`config.mk`:
```
export PLATFORM = sky130hd
export DESIGN_NAME = compress_stream_flat
export DESIGN_NICKNAME = d
export VERILOG_FILES = /design/src/rtl/compress_pkg.sv /design/src/rtl/compress_stream_if.sv /design/src/rtl/compress_core.sv /design/src/rtl/compress_stream.sv /design/src/flat_wrapper.sv
export SDC_FILE = /design/constraint.sdc
export NUM_CORES = 1
export LEC_CHECK = 0
export ABC_AREA = 1
export CORE_MARGIN = 1
export CORE_UTILIZATION = 44
export DETAILED_ROUTE_END_ITERATION = 10
export DONT_BUFFER_PORTS = 1
export HOLD_SLACK_MARGIN = 0.05
export PLACE_DENSITY = 0.63
export RECOVER_POWER = 100
export SETUP_SLACK_MARGIN = 0.15
export SYNTH_ARGS = -nofsm -noshare
export SYNTH_HDL_FRONTEND = slang
export SYNTH_HIERARCHICAL = 1
export SYNTH_SLANG_ARGS = --single-unit
```
`constraint.sdc`:
```
create_clock -name clk -period 8.2 [get_ports clk]
set_input_delay 0.82 -clock clk [delete_from_list [all_inputs] [get_ports clk]]
set_output_delay 0.82 -clock clk [all_outputs]
set_load 0.05 [all_outputs]
```
`src/rtl/compress_pkg.sv`:
```
// ---------------------------------------------------------------------------
// compress_pkg
//   Shared constants, types and helpers for the Kyber Compress_d stream unit.
//   Holds the modulus, frame size, datapath widths, the Barrett reciprocal
//   used to divide by Q, the legal-d check and the controller state enum.
// ---------------------------------------------------------------------------
package compress_pkg;

  localparam int unsigned Q      = 3329;  // Kyber modulus
  localparam int unsigned N      = 256;   // coefficients per frame
  localparam int unsigned CW     = 12;    // input coefficient width
  localparam int unsigned RW     = 11;    // result width (largest legal d)
  localparam int unsigned DW     = 4;     // width of the d control input
  localparam int unsigned HALF_Q = 1664;  // rounding offset, floor(Q/2)

  // Numerator x*2^d + HALF_Q stays below 2^23 for x < Q and d <= 11.
  localparam int unsigned NW  = 23;
  // Quotient never exceeds 2048, so 12 bits hold it.
  localparam int unsigned QEW = 12;

  // Barrett reciprocal: floor(2^24 / Q). For any numerator < 2^23 the
  // estimate (num * M) >> 24 is either the true quotient or one below it,
  // so a single conditional +1 completes the division.
  localparam int unsigned BARRETT_S = 24;
  localparam int unsigned BARRETT_M = 5039;
  localparam int unsigned BARRETT_W = NW + 13;  // M fits in 13 bits

  // Counters must represent 0..N inclusive.
  localparam int unsigned CNTW = $clog2(N + 1);

  typedef enum logic [1:0] {
    IDLE,
    RUN,
    DONE
  } state_t;

  // Compression widths used by Kyber ciphertext encoding.
  function automatic logic is_legal_d(input logic [DW-1:0] dv);
    return (dv == DW'(1))  || (dv == DW'(4))  || (dv == DW'(5)) ||
           (dv == DW'(10)) || (dv == DW'(11));
  endfunction

endpackage

```
`src/rtl/compress_stream_if.sv`:
```
// ---------------------------------------------------------------------------
// compress_stream_if
//   Coefficient-in / result-out stream bundle for compress_stream.
//   slave  : the compress unit (consumes coefficients, produces results)
//   master : the environment feeding coefficients and draining results
//   Signals: in_valid/in_ready/coeff_in (input stream),
//            out_valid/out_ready/result/out_last (output stream).
// ---------------------------------------------------------------------------
interface compress_stream_if
  import compress_pkg::*;
();

  logic          in_valid;
  logic          in_ready;
  logic [CW-1:0] coeff_in;
  logic          out_valid;
  logic          out_ready;
  logic [RW-1:0] result;
  logic          out_last;

  modport master (
    output in_valid, coeff_in, out_ready,
    input  in_ready, out_valid, result, out_last
  );

  modport slave (
    input  in_valid, coeff_in, out_ready,
    output in_ready, out_valid, result, out_last
  );

endinterface

```
`src/rtl/compress_core.sv`:
```
// ---------------------------------------------------------------------------
// compress_core
//   Two-stage Compress_d datapath: result = floor((x*2^d + 1664) / Q) mod 2^d.
//   Stage 1: form the numerator and the Barrett quotient estimate.
//   Stage 2: one-step quotient correction, out-of-range zeroing, d-bit mask.
//   Each stage advances when the stage after it is empty or being consumed.
//
//   Optional build macro COMPRESS_MOD_Q_EN:
//     defined   - inputs x >= Q are reduced to x - Q before compression.
//     undefined - inputs x >= Q give result 0 and raise oor_hit on accept.
//
// Ports:
//   clk, rst_n  clock, asynchronous active-low reset
//   d           compression width (held constant during a frame)
//   in_fire     coefficient accepted this cycle (loads stage 1)
//   in_x        coefficient value
//   s1_ready    stage 1 can take a new coefficient this cycle
//   oor_hit     accepted coefficient was >= Q (always 0 with the macro)
//   out_valid   stage 2 holds a result
//   out_ready   downstream consumes the stage 2 result
//   result      compressed value, zero above d bits
// ---------------------------------------------------------------------------
module compress_core
  import compress_pkg::*;
(
  input  logic          clk,
  input  logic          rst_n,
  input  logic [DW-1:0] d,
  input  logic          in_fire,
  input  logic [CW-1:0] in_x,
  output logic          s1_ready,
  output logic          oor_hit,
  output logic          out_valid,
  input  logic          out_ready,
  output logic [RW-1:0] result
);

  logic           s1_valid;
  logic [NW-1:0]  s1_num;
  logic [QEW-1:0] s1_qe;
  logic           s1_zero;

  logic           s2_adv;
  logic [CW-1:0]  x_red;
  logic           x_oor;
  logic [NW-1:0]  num_d;
  logic [QEW-1:0] qe_d;
  logic [NW:0]    rem;
  logic [RW-1:0]  mask;
  logic [RW-1:0]  res_d;

  assign s2_adv   = !out_valid || out_ready;
  assign s1_ready = !s1_valid || s2_adv;

`ifdef COMPRESS_MOD_Q_EN
  assign x_oor = 1'b0;
  assign x_red = (in_x >= CW'(Q)) ? in_x - CW'(Q) : in_x;
`else
  assign x_oor = (in_x >= CW'(Q));
  assign x_red = in_x;
`endif

  assign oor_hit = in_fire && x_oor;

  // Stage 1 arithmetic: numerator and reciprocal-multiply quotient estimate.
  assign num_d = (NW'(x_red) << d) + NW'(HALF_Q);
  assign qe_d  = QEW'((BARRETT_W'(num_d) * BARRETT_W'(BARRETT_M)) >> BARRETT_S);

  // Stage 2 arithmetic: the estimate is at most one short, so the remainder
  // is in [0, 2Q) and a single compare fixes the quotient.
  assign rem   = (NW+1)'(s1_num) - (NW+1)'(s1_qe) * (NW+1)'(Q);
  assign mask  = ~({RW{1'b1}} << d);
  assign res_d = s1_zero ? '0
                         : (RW'(s1_qe + QEW'(rem >= (NW+1)'(Q))) & mask);

  // NOTE: sequential state uses non-blocking assignments so every register
  // samples pre-edge values; blocking here would let stage 2 see stage 1's
  // new contents in the same edge and collapse the pipeline.
  // NOTE: data registers are reset along with the valids because result
  // drives a port directly and must read 0 out of reset.
  always_ff @(posedge clk or negedge rst_n) begin
    if (!rst_n) begin
      s1_valid  <= 1'b0;
      s1_num    <= '0;
      s1_qe     <= '0;
      s1_zero   <= 1'b0;
      out_valid <= 1'b0;
      result    <= '0;
    end else begin
      if (in_fire) begin
        s1_valid <= 1'b1;
        s1_num   <= num_d;
        s1_qe    <= qe_d;
        s1_zero  <= x_oor;
      end else if (s2_adv) begin
        s1_valid <= 1'b0;
      end

      if (s2_adv) begin
        out_valid <= s1_valid;
        if (s1_valid) result <= res_d;
      end
    end
  end

endmodule

```
`src/rtl/compress_stream.sv`:
```
// ---------------------------------------------------------------------------
// compress_stream
//   Streaming Kyber Compress_d unit between the polynomial datapath and the
//   ciphertext byte encoder. One start processes a frame of N coefficients
//   through a fixed 2-cycle pipeline (compress_core) at one coefficient per
//   cycle; this level owns the IDLE/RUN/DONE controller, the frame counters
//   and the stream handshakes.
//
//   Optional build macro COMPRESS_MOD_Q_EN (see compress_core): when defined
//   inputs >= Q are reduced mod Q and err_range never sets; when undefined
//   such inputs compress to 0 and set err_range until the next legal start.
//
// Ports:
//   clk, rst_n  clock, asynchronous active-low reset
//   start       frame start pulse, honoured only in IDLE
//   d           compression width latched on start (1, 4, 5, 10, 11)
//   s           stream interface (slave): coefficients in, results out,
//               out_last marks the Nth result of the frame
//   busy        high while in RUN
//   done        one-cycle pulse after the last result is taken
//   err_bad_d   one-cycle pulse after a start with an illegal d
//   err_range   sticky out-of-range flag, cleared by a legal start
// ---------------------------------------------------------------------------
module compress_stream
  import compress_pkg::*;
(
  input  logic            clk,
  input  logic            rst_n,
  input  logic            start,
  input  logic [DW-1:0]   d,
  compress_stream_if.slave s,
  output logic            busy,
  output logic            done,
  output logic            err_bad_d,
  output logic            err_range
);

  state_t          state_q, state_d;
  logic [DW-1:0]   d_q;
  logic [CNTW-1:0] in_cnt_q;
  logic [CNTW-1:0] out_cnt_q;
  logic            err_bad_d_q;
  logic            err_range_q;

  logic            s1_ready;
  logic            oor_hit;
  logic            start_idle;
  logic            frame_start;
  logic            in_fire;
  logic            out_fire;
  logic            last_beat;

  assign start_idle  = (state_q == IDLE) && start;
  assign frame_start = start_idle && is_legal_d(d);

  // Input closes once the whole frame has been accepted.
  assign s.in_ready  = (state_q == RUN) && (in_cnt_q != CNTW'(N)) && s1_ready;
  assign in_fire     = s.in_valid && s.in_ready;
  assign out_fire    = s.out_valid && s.out_ready;
  assign last_beat   = (out_cnt_q == CNTW'(N - 1));
  assign s.out_last  = s.out_valid && last_beat;

  assign busy      = (state_q == RUN);
  assign done      = (state_q == DONE);
  assign err_bad_d = err_bad_d_q;
  assign err_range = err_range_q;

  compress_core u_core (
    .clk       (clk),
    .rst_n     (rst_n),
    .d         (d_q),
    .in_fire   (in_fire),
    .in_x      (s.coeff_in),
    .s1_ready  (s1_ready),
    .oor_hit   (oor_hit),
    .out_valid (s.out_valid),
    .out_ready (s.out_ready),
    .result    (s.result)
  );

  // NOTE: next state is defaulted to the current state before the case so
  // every path assigns it and no latch is inferred.
  always_comb begin
    state_d = state_q;
    unique case (state_q)
      IDLE:    if (frame_start) state_d = RUN;
      RUN:     if (out_fire && last_beat) state_d = DONE;
      DONE:    state_d = IDLE;
      default: state_d = IDLE;
    endcase
  end

  always_ff @(posedge clk or negedge rst_n) begin
    if (!rst_n) begin
      state_q     <= IDLE;
      d_q         <= '0;
      in_cnt_q    <= '0;
      out_cnt_q   <= '0;
      err_bad_d_q <= 1'b0;
      err_range_q <= 1'b0;
    end else begin
      state_q     <= state_d;
      err_bad_d_q <= start_idle && !is_legal_d(d);

      if (frame_start) begin
        d_q         <= d;
        in_cnt_q    <= '0;
        out_cnt_q   <= '0;
        err_range_q <= 1'b0;
      end else begin
        if (in_fire) in_cnt_q <= in_cnt_q + CNTW'(1);
        if (out_fire && (state_q == RUN)) out_cnt_q <= out_cnt_q + CNTW'(1);
        if (oor_hit) err_range_q <= 1'b1;
      end
    end
  end

endmodule

```
`src/flat_wrapper.sv`:
```
// flat-port wrapper written by rule: the top's interface ports become plain ports
module compress_stream_flat import compress_pkg::*;
  (clk, rst_n, start, d, busy, done, err_bad_d, err_range, s_in_valid, s_coeff_in, s_out_ready, s_in_ready, s_out_valid, s_result, s_out_last);
  compress_stream_if s_i ();
  input  logic clk;
  input  logic rst_n;
  input  logic start;
  input  logic [DW-1:0] d;
  output logic busy;
  output logic done;
  output logic err_bad_d;
  output logic err_range;
  input wire logic [$bits(s_i.in_valid)-1:0] s_in_valid;
  input wire logic [$bits(s_i.coeff_in)-1:0] s_coeff_in;
  input wire logic [$bits(s_i.out_ready)-1:0] s_out_ready;
  output wire logic [$bits(s_i.in_ready)-1:0] s_in_ready;
  output wire logic [$bits(s_i.out_valid)-1:0] s_out_valid;
  output wire logic [$bits(s_i.result)-1:0] s_result;
  output wire logic [$bits(s_i.out_last)-1:0] s_out_last;
  assign s_i.in_valid = s_in_valid;
  assign s_i.coeff_in = s_coeff_in;
  assign s_i.out_ready = s_out_ready;
  assign s_in_ready = s_i.in_ready;
  assign s_out_valid = s_i.out_valid;
  assign s_result = s_i.result;
  assign s_out_last = s_i.out_last;
  compress_stream u_core (.clk(clk), .rst_n(rst_n), .start(start), .d(d), .s(s_i), .busy(busy), .done(done), .err_bad_d(err_bad_d), .err_range(err_range));
endmodule
```
==> results of run 1 <==
how the worst min path moves through the flow:
stage                                  start                       end  slack, ps  cells past startpoint
floorplan                      u_core/d_q[3]             u_core/d_q[3]        440                      2
CTS                                    rst_n  u_core/u_core/s1_num[19]        140                      0
global route                           rst_n             u_core/d_q[0]        130                      0
detailed placement  u_core/u_core/s1_num[20]  u_core/u_core/s1_num[20]        480                      2
global placement    u_core/u_core/s1_num[11]  u_core/u_core/s1_num[11]        470                      2
finish                                 rst_n             u_core/d_q[0]        150                      0
state kept, by name, indices dropped and copies added, names as in the netlist:
| signal | flops |
|---|---|
| u_core/u_core/result | 11 |
| u_core/u_core/s1_num | 23 |
| u_core/err_range | 1 |
| u_core/out_cnt_q | 9 |
| u_core/d_q | 4 |
| u_core/u_core/s1_valid | 1 |
| u_core/u_core/out_valid | 1 |
| u_core/u_core/s1_zero | 1 |
| u_core/in_cnt_q | 9 |
| u_core/u_core/s1_qe | 12 |
| u_core/state_q | 2 |
| u_core/err_bad_d | 1 |
synth_stat cells (19+ instances only):
cell,instances
dfrtp_1,75
xor2_1,26
o21ai_0,93
fa_1,139
a21oi_1,61
nand2_2,34
ha_1,205
nor3_1,19
nand3_1,109
nand2_1,389
nor2_1,129
inv_1,374
area by class of cell:
type                    instances  area, um^2  area share, %
clock buffers                   9         225           1.55
inverters                     391        1480           10.2
well taps                     396         495           3.42
repair buffers                  4        30.0          0.207
multi-input cells            1347       10300           71.0
flip-flops and latches         75        1880           13.0
clock inverters                 7        95.1          0.656
critical path, delay by kind of cell (launching register included):
kind / cells / cell delay [ps]
AO/OA/AOI/OAI: 5 / 960
XOR/XNOR: 2 / 850
adder cells (fa/ha/maj): 6 / 2480
buffers and inverters: 7 / 680
flip-flops: 1 / 700
AND/OR/NAND/NOR: 12 / 1620
stage by stage:
stage	util (%)	instances	hold WS, ps
detailed placement	46.2	2213	482
finish	47.0	2229	149
floorplan	-	1839	437
global placement	46.2	2213	472
CTS	47.3	2229	137
global route	47.0	2229	134
kinds of logic after synthesis:
kind of cell    after synthesis  synth area share [%]
compound gates              211                  8.77
flops                        75                  13.5
xor+xnor                     39                  2.56
simple gates                753                  24.8
fa+ha+maj                   344                  38.5
buf+inv                     417                  11.9
routing by layer:
layer,global-route usage (%),part of all wire (%),up-vias
li1,-,-,5759
met1,32.3,49,5497
met2,38.6,46,242
met3,2.13,3.7,28
met4,4.45,1.4,0
met5,0,0,-
==> metrics.txt, run 1 <==
setup slack after layout 754 ps; Setup Viol. Count Final 0; FF-to-FF Start u_core/d_q[0]; hpwl dp 29.8 mm; die height 180 um; post-route minimum period 7450 ps; Post-Syn Area per Cell 7.56 um^2; I/O Pins 39; status finished with violations; area grow syn2layout 4.19%; worst-case clock buffer depth 2; Slew @ Worst Pin 1590 ps; # clock sinks 75; filler cell count in the final layout 3118; Post-CTS Setup Repair Bufs 0; first-pass GRT wire length 60.2 mm; Crit. Startpoint u_core/d_q[0]; endpoint of the worst-slack reg-to-reg timing path u_core/u_core/s1_qe[6]; RSZ-0062 raised after global routing no; Register-to-Register Path Depth 32; H-tree depth 3; routed wire length 35.0 mm; GR Overflow Total 0; sequential share of the synthesized area 13.5%; CP max-delay cell dfrtp_1; core area 0.0308 mm^2; Data arrival, critical path 7670 ps; fin crit share 90.8%; max-slew violations 39; post-synthesis net count 2204; synth unique cells 54; ys async rst share 100%; Startpoint Class flip-flop; crit path capture type flip-flop; Avg WL per Cell 15.7 um; Via-to-Cell Ratio 5.17; final hold vios 0; EDFF count, synth 0; final net count 2193; hold_buf cts 0; most common cell after layout, fill and taps aside nand2_1; Routed Antenna Nets 0; leading post-synthesis cells by cell area fa_1, ha_1, dfrtp_1; TNS Setup 0 ps; number of synthesized register bits 75; Total GRT Usage 23.0%; Clock Latency Late Sink 360 ps; ant diodes 0; failing checks capacitance limit, slew limit; clk_skew 20.7 ps; initial antenna violation count 0; top_reg_cell synth dfrtp_1; TritonCTS Buffers 9; Final Instance Area 0.0145 mm^2; layout cells sized above 1 6.33%; r2r setup slk 750 ps; vias in the first global route 11600; width of the die 180 um; share of the synthesized area in the top cell type 20.0%; Mapped Cells 1839; max_slew headroom -6.51%; DR vias 11500; synthesized area 0.0139 mm^2; Clk pin slew, worst setup/hold paths 80 ps; Initial DRT Pass Iterations 5; Max Freq 134 MHz; area leader, netlist fa_1; post-cts sizing count 0; CP max FO 17; row count 64; Most common cell on crit path inv_1; pin count of the biggest net entering global routing 76; CP max stage delay 700 ps; die area 0.0323 mm^2; Clock Tree Root clkbuf_16; number of remaining DRC errors 0; CTS tree done; commonest non-fill, non-tap cells in the layout nand2_1, inv_1, ha_1; Worst Hold Class in2async; WS Path Type reg2reg; Req. time, crit path 8420 ps; drt initial violations 739; Synth Warn # 6; Final Wtd Congestion 0.893; max cap viols 1; I/O Buffers 0; dpl cell area 0.0142 mm^2; initial core utilization 45.1%; pre-CTS setup slack 921 ps; Worst setup endpoint u_core/u_core/s1_qe[6]
Power of run 1 is not shown: default switching activity piles up to over one toggle a cycle in this logic, so the estimate is an artifact.
==> run 2, diff against run 1 <==
--- a/config.mk
+++ b/config.mk
@@ -7,11 +7,12 @@
 export LEC_CHECK = 0
 export ABC_AREA = 1
 export CORE_MARGIN = 1
-export CORE_UTILIZATION = 44
+export CORE_UTILIZATION = 36
 export DETAILED_ROUTE_END_ITERATION = 10
 export DONT_BUFFER_PORTS = 1
 export HOLD_SLACK_MARGIN = 0.05
-export PLACE_DENSITY = 0.63
+export MAX_ROUTING_LAYER = met4
+export PLACE_DENSITY = 0.54
 export RECOVER_POWER = 100
 export SETUP_SLACK_MARGIN = 0.15
 export SYNTH_ARGS = -nofsm -noshare
==> run 2 against run 1 <==
- the run still ends with capacitance limit, slew limit left
- final area is 1.3% higher
- final cell count is 5.3% higher
- clock-buffer cell count stayed put
- non-clock buffer count is 3 higher
- global-route usage is 2.6 points lower
- flip-flop and latch count stayed put
- clock skew is 3.0 ps higher
- utilization is 8.2 points lower
- largest cell class unchanged
- highest routed layer unchanged
==> metrics.txt, run 2 (same netlist as run 1, synthesis figures left out) <==
# clock sinks 75 (unchanged); CTS tree done (unchanged); Avg WL per Cell 15.8 um (was 15.7 um); CP max stage delay 630 ps (was 700 ps); Startpoint Class flip-flop (unchanged); Req. time, crit path 8420 ps (about the same); Top delay family on crit path adder cells (unchanged); DR vias 11500 (about the same); final hold vios 0 (unchanged); CP max FO 18 (was 17); vias in the first global route 11500 (was 11600); I/O Pins 39 (unchanged); die area 0.0394 mm^2 (was 0.0323 mm^2); RSZ-0062 raised after global routing no (unchanged); worst-case clock buffer depth 2 (unchanged); Initial DRT Pass Iterations 5 (unchanged); routed wire length 37.1 mm (was 35.0 mm); max cap viols 1 (unchanged); max_slew headroom -8.31% (was -6.51%); pin count of the biggest net entering global routing 76 (unchanged); worst hold slack 149 ps (about the same); I/O Buffers 0 (unchanged); drt initial violations 591 (was 739); first-pass GRT wire length 61.2 mm (was 60.2 mm); die height 199 um (was 180 um); initial antenna violation count 0 (unchanged); Clock Tree Root clkbuf_16 (unchanged); Slew @ Worst Pin 1620 ps (was 1590 ps); failing checks capacitance limit, slew limit (unchanged); largest registers u_core/u_core/s1_num (23), u_core/u_core/s1_qe (12), u_core/u_core/result (11) (unchanged); Worst Hold Class in2async (unchanged); row count 71 (was 64); number of remaining DRC errors 0 (unchanged); H-tree depth 3 (unchanged); TritonCTS Buffers 9 (unchanged); post-route minimum period 7520 ps (was 7450 ps); clk_skew 23.7 ps (was 20.7 ps); layout cells sized above 1 6.70% (was 6.33%); GR Overflow Total 0 (unchanged); Final Wtd Congestion 0.904 (was 0.893); crit path capture type flip-flop (unchanged); final net count 2196 (was 2193); filler cell count in the final layout 4031 (was 3118); Largest register FFs 23 (unchanged); commonest non-fill, non-tap cells in the layout nand2_1, inv_1, ha_1 (unchanged); Total GRT Usage 20.4% (was 23.0%); Data arrival, critical path 7740 ps (was 7670 ps); Via-to-Cell Ratio 4.89 (was 5.17); Max Freq 133 MHz (was 134 MHz); width of the die 199 um (was 180 um); Clk pin slew, worst setup/hold paths 90 ps (was 80 ps); status finished with violations (unchanged); Buf/Inv on CP 7 (unchanged); hpwl dp 31.9 mm (was 29.8 mm); CP max-delay cell dfrtp_1 (unchanged); most common cell after layout, fill and taps aside nand2_1 (unchanged); Largest Register u_core/u_core/s1_num (unchanged); TNS Setup 0 ps (unchanged); Routed Antenna Nets 0 (unchanged); Setup Viol. Count Final 0 (unchanged); core area 0.0378 mm^2 (was 0.0308 mm^2); area grow syn2layout 5.52% (was 4.19%); Post-CTS Setup Repair Bufs 0 (unchanged); fin crit share 91.7% (was 90.8%); Clock Latency Late Sink 360 ps (about the same); WS Path Type reg2reg (unchanged); initial core utilization 36.7% (was 45.1%); max-slew violations 39 (unchanged)
[run 2: cell types whose count changed in the layout (fill, tap and decap cells not counted), sizes merged]
cell and change:
diode +1, buf +2, inv +1, clkinv -1, clkbuf +1
[run 2: worst register-to-register path: cells and delay by family (launching register included)]
family,cells,cell delay (ps)
buf+inv,7,900
compound gates,4,670
simple gates,13,2050
fa+ha+maj,7,3150
flops,1,630
[run 2: worst paths after layout]
check / startpoint / to / slack [ps] / depth (start not counted)
max in group asynchronous: rst_n / u_core/u_core/s1_qe[9] / 7840 / 0
setup / recovery: u_core/d_q[1] / u_core/u_core/s1_qe[9] / 680 / 31
hold / removal: rst_n / u_core/err_range / 150 / 0
setup reg to reg: u_core/d_q[1] / u_core/u_core/s1_qe[9] / 680 / 31
min in group clk: u_core/u_core/s1_num[17] / u_core/u_core/s1_num[17] / 500 / 2
hold reg to reg: u_core/u_core/s1_num[17] / u_core/u_core/s1_num[17] / 500 / 2
[run 2: area by class of cell]
cell class | instances | area [um^2] | area share (%)
repair buffers | 7 | 48.8 | 0.333
inverters | 391 | 1480 | 10.1
clock buffers | 9 | 225 | 1.54
flip-flops and latches | 75 | 1880 | 12.8
well taps | 511 | 639 | 4.36
diodes | 1 | 2.50 | 0.0171
clock inverters | 7 | 92.6 | 0.631
multi-input cells | 1347 | 10300 | 70.3
[run 2: stage by stage]
| stage | setup slack, ps | util (%) | std cells | area [um^2] |
|---|---|---|---|---|
| floorplan | 1690 | - | 1839 | 13900 |
| global placement | 861 | 38.1 | 2331 | 14400 |
| detailed placement | 728 | 38.1 | 2331 | 14400 |
| CTS | 675 | 38.9 | 2347 | 14700 |
| global route | 104 | 38.8 | 2347 | 14700 |
| finish | 684 | 38.8 | 2348 | 14700 |
[run 2: timing repair]
| item | CTS | global route |
|---|---|---|
| endpoints found under the setup margin | 0 | 3 |
| hold buffers | 0 | 0 |
| resized for setup | 0 | 1 |
[run 2: routing by layer]
| layer | track usage, % | up-vias | routed length, um |
|---|---|---|---|
| met1 | 28.3 | 5526 | 18700 |
| met5 | - | - | 0 |
| met2 | 32.9 | 180 | 16800 |
| met3 | 1.73 | 31 | 1110 |
| li1 | - | 5754 | - |
| met4 | 3.68 | 0 | 485 |
Power of run 2 is left out for the same reason.
==> run 3, diff against run 2 <==
--- a/config.mk
+++ b/config.mk
@@ -13,7 +13,6 @@
 export HOLD_SLACK_MARGIN = 0.05
 export MAX_ROUTING_LAYER = met4
 export PLACE_DENSITY = 0.54
-export RECOVER_POWER = 100
 export SETUP_SLACK_MARGIN = 0.15
 export SYNTH_ARGS = -nofsm -noshare
 export SYNTH_HDL_FRONTEND = slang
==> run 3 against run 2 <==
- the run now ends clean
- largest cell class unchanged
- flip-flop and latch count unchanged
- die area unchanged
- global-route usage unchanged
- critical path type unchanged
- register-to-register slack improved by 40 ps
- highest routed layer unchanged
==> metrics.txt, run 3 (same netlist as run 1, synthesis figures left out) <==
row count 71 (unchanged); worst hold slack 151 ps (was 149 ps); Setup Viol. Count Final 0 (unchanged); filler cell count in the final layout 4021 (was 4031); Req. time, crit path 8430 ps (was 8420 ps); number of remaining DRC errors 0 (unchanged); I/O Buffers 0 (unchanged); width of the die 199 um (unchanged); crit path capture type flip-flop (unchanged); Clock Tree Root clkbuf_16 (unchanged); Avg WL per Cell 15.8 um (about the same); drt initial violations 610 (was 591); I/O Pins 39 (unchanged); FF-to-FF Start u_core/d_q[1] (unchanged); H-tree depth 3 (unchanged); post-route minimum period 7480 ps (was 7520 ps); routed wire length 37.2 mm (was 37.1 mm); CP max stage delay 630 ps (about the same); Clk pin slew, worst setup/hold paths 90 ps (about the same); die height 199 um (unchanged); hpwl dp 31.9 mm (unchanged); Routed Antenna Nets 0 (unchanged); most common cell after layout, fill and taps aside nand2_1 (unchanged); Largest register FFs 23 (unchanged); Max Freq 134 MHz (was 133 MHz); GR Util met1 28.3% (unchanged); Crit. Startpoint u_core/d_q[1] (unchanged); Startpoint Class flip-flop (unchanged); CTS tree done (unchanged); initial antenna violation count 0 (unchanged); CP max FO 18 (unchanged); RSZ-0062 raised after global routing no (unchanged); largest registers u_core/u_core/s1_num (23), u_core/u_core/s1_qe (12), u_core/u_core/result (11) (unchanged); worst-case clock buffer depth 2 (unchanged); layout cells sized above 1 7.30% (was 6.70%); DR vias 11500 (about the same); busiest grt layer met2 (unchanged); TNS Setup 0 ps (unchanged); max-slew violations 0 (was 39); first-pass GRT wire length 61.2 mm (unchanged); vias in the first global route 11500 (unchanged); WS Path Type reg2reg (unchanged); area grow syn2layout 5.98% (was 5.52%); final hold vios 0 (unchanged); max_slew headroom 23.0% (was -8.31%); TritonCTS Buffers 9 (unchanged); Data arrival, critical path 7710 ps (was 7740 ps); final net count 2196 (unchanged); Via-to-Cell Ratio 4.91 (was 4.89); Largest Register u_core/u_core/s1_num (unchanged); # clock sinks 75 (unchanged); fin crit share 91.2% (was 91.7%); Clock Latency Late Sink 360 ps (about the same); initial core utilization 36.7% (unchanged); status complete, no violations (was finished with violations); Slew @ Worst Pin 1150 ps (was 1620 ps); pin count of the biggest net entering global routing 76 (unchanged); clk_skew 24.5 ps (was 23.7 ps); Total GRT Usage 20.4% (unchanged); Worst Hold Class in2async (unchanged); die area 0.0394 mm^2 (unchanged); commonest non-fill, non-tap cells in the layout nand2_1, inv_1, ha_1 (unchanged); GR Overflow Total 0 (unchanged); max cap viols 0 (was 1); CP max-delay cell dfrtp_1 (unchanged); Final Wtd Congestion 0.904 (unchanged); Initial DRT Pass Iterations 5 (unchanged); routing usage on met2 32.9% (unchanged); routing usage on met3 1.73% (unchanged); core area 0.0378 mm^2 (unchanged)
[run 3: cell types whose count changed in the layout (fill, tap and decap cells not counted), sizes merged]
cell / before / now
inv: 390 / 393
buf: 6 / 7
clkbuf: 10 / 9
clkinv: 5 / 4
clkinvlp: 2 / 0
[run 3: path summary, 6_finish.rpt]
path | end | slack, ps | cells past startpoint
worst max register to register | u_core/u_core/s1_qe[9] | 720 | 31
worst min register to register | u_core/u_core/s1_num[17] | 500 | 2
worst min-delay path | u_core/err_range | 150 | 0
worst max-delay path | u_core/u_core/s1_qe[9] | 720 | 31
max in group asynchronous | u_core/u_core/s1_qe[9] | 7830 | 0
min in group clk | u_core/u_core/s1_num[17] | 500 | 2
[run 3: worst max-delay path: cells and delay by family (launching register included)]
family	cells	cell delay (ps)
AO/OA/AOI/OAI	4	660
buffers and inverters	7	880
AND/OR/NAND/NOR	13	2010
flip-flops	1	630
adder cells (fa/ha/maj)	7	3150
[run 3: routing by layer]
| layer | wire [um] | part of all wire [%] |
|---|---|---|
| met4 | 475 | 1.3 |
| met2 | 16900 | 45 |
| met5 | 0 | 0 |
| met3 | 1200 | 3.2 |
| met1 | 18600 | 50 |
[run 3: timing repair]
| action | 4_1_cts | 5_1_grt |
|---|---|---|
| hold buffers | 0 | 0 |
| endpoints found under the setup margin | 0 | 3 |
| resized for setup | 0 | 1 |
| buffers inserted | 0 | 0 |
[run 3: area by class of cell]
type / count / area (um^2) / share of cell area, %
Clock inverter: 7 / 92.6 / 0.628
Sequential cell: 75 / 1880 / 12.7
Tap cell: 511 / 639 / 4.34
Timing Repair Buffer: 7 / 52.6 / 0.357
Multi-Input combinational cell: 1347 / 10400 / 70.4
Clock buffer: 9 / 225 / 1.53
Antenna cell: 1 / 2.50 / 0.0170
Inverter: 391 / 1480 / 10.0
[run 3: metrics by stage]
stage / std cells / setup slack, ps / cell area, um^2 / utilization [%]
2_1_floorplan: 1839 / 1690 / 13900 / -
3_3_place_gp: 2331 / 861 / 14400 / 38.1
3_5_place_dp: 2331 / 728 / 14400 / 38.1
4_1_cts: 2347 / 675 / 14700 / 38.9
5_1_grt: 2347 / 167 / 14700 / 38.9
6_report: 2348 / 721 / 14700 / 38.9
Power of run 3 is left out for the same reason.
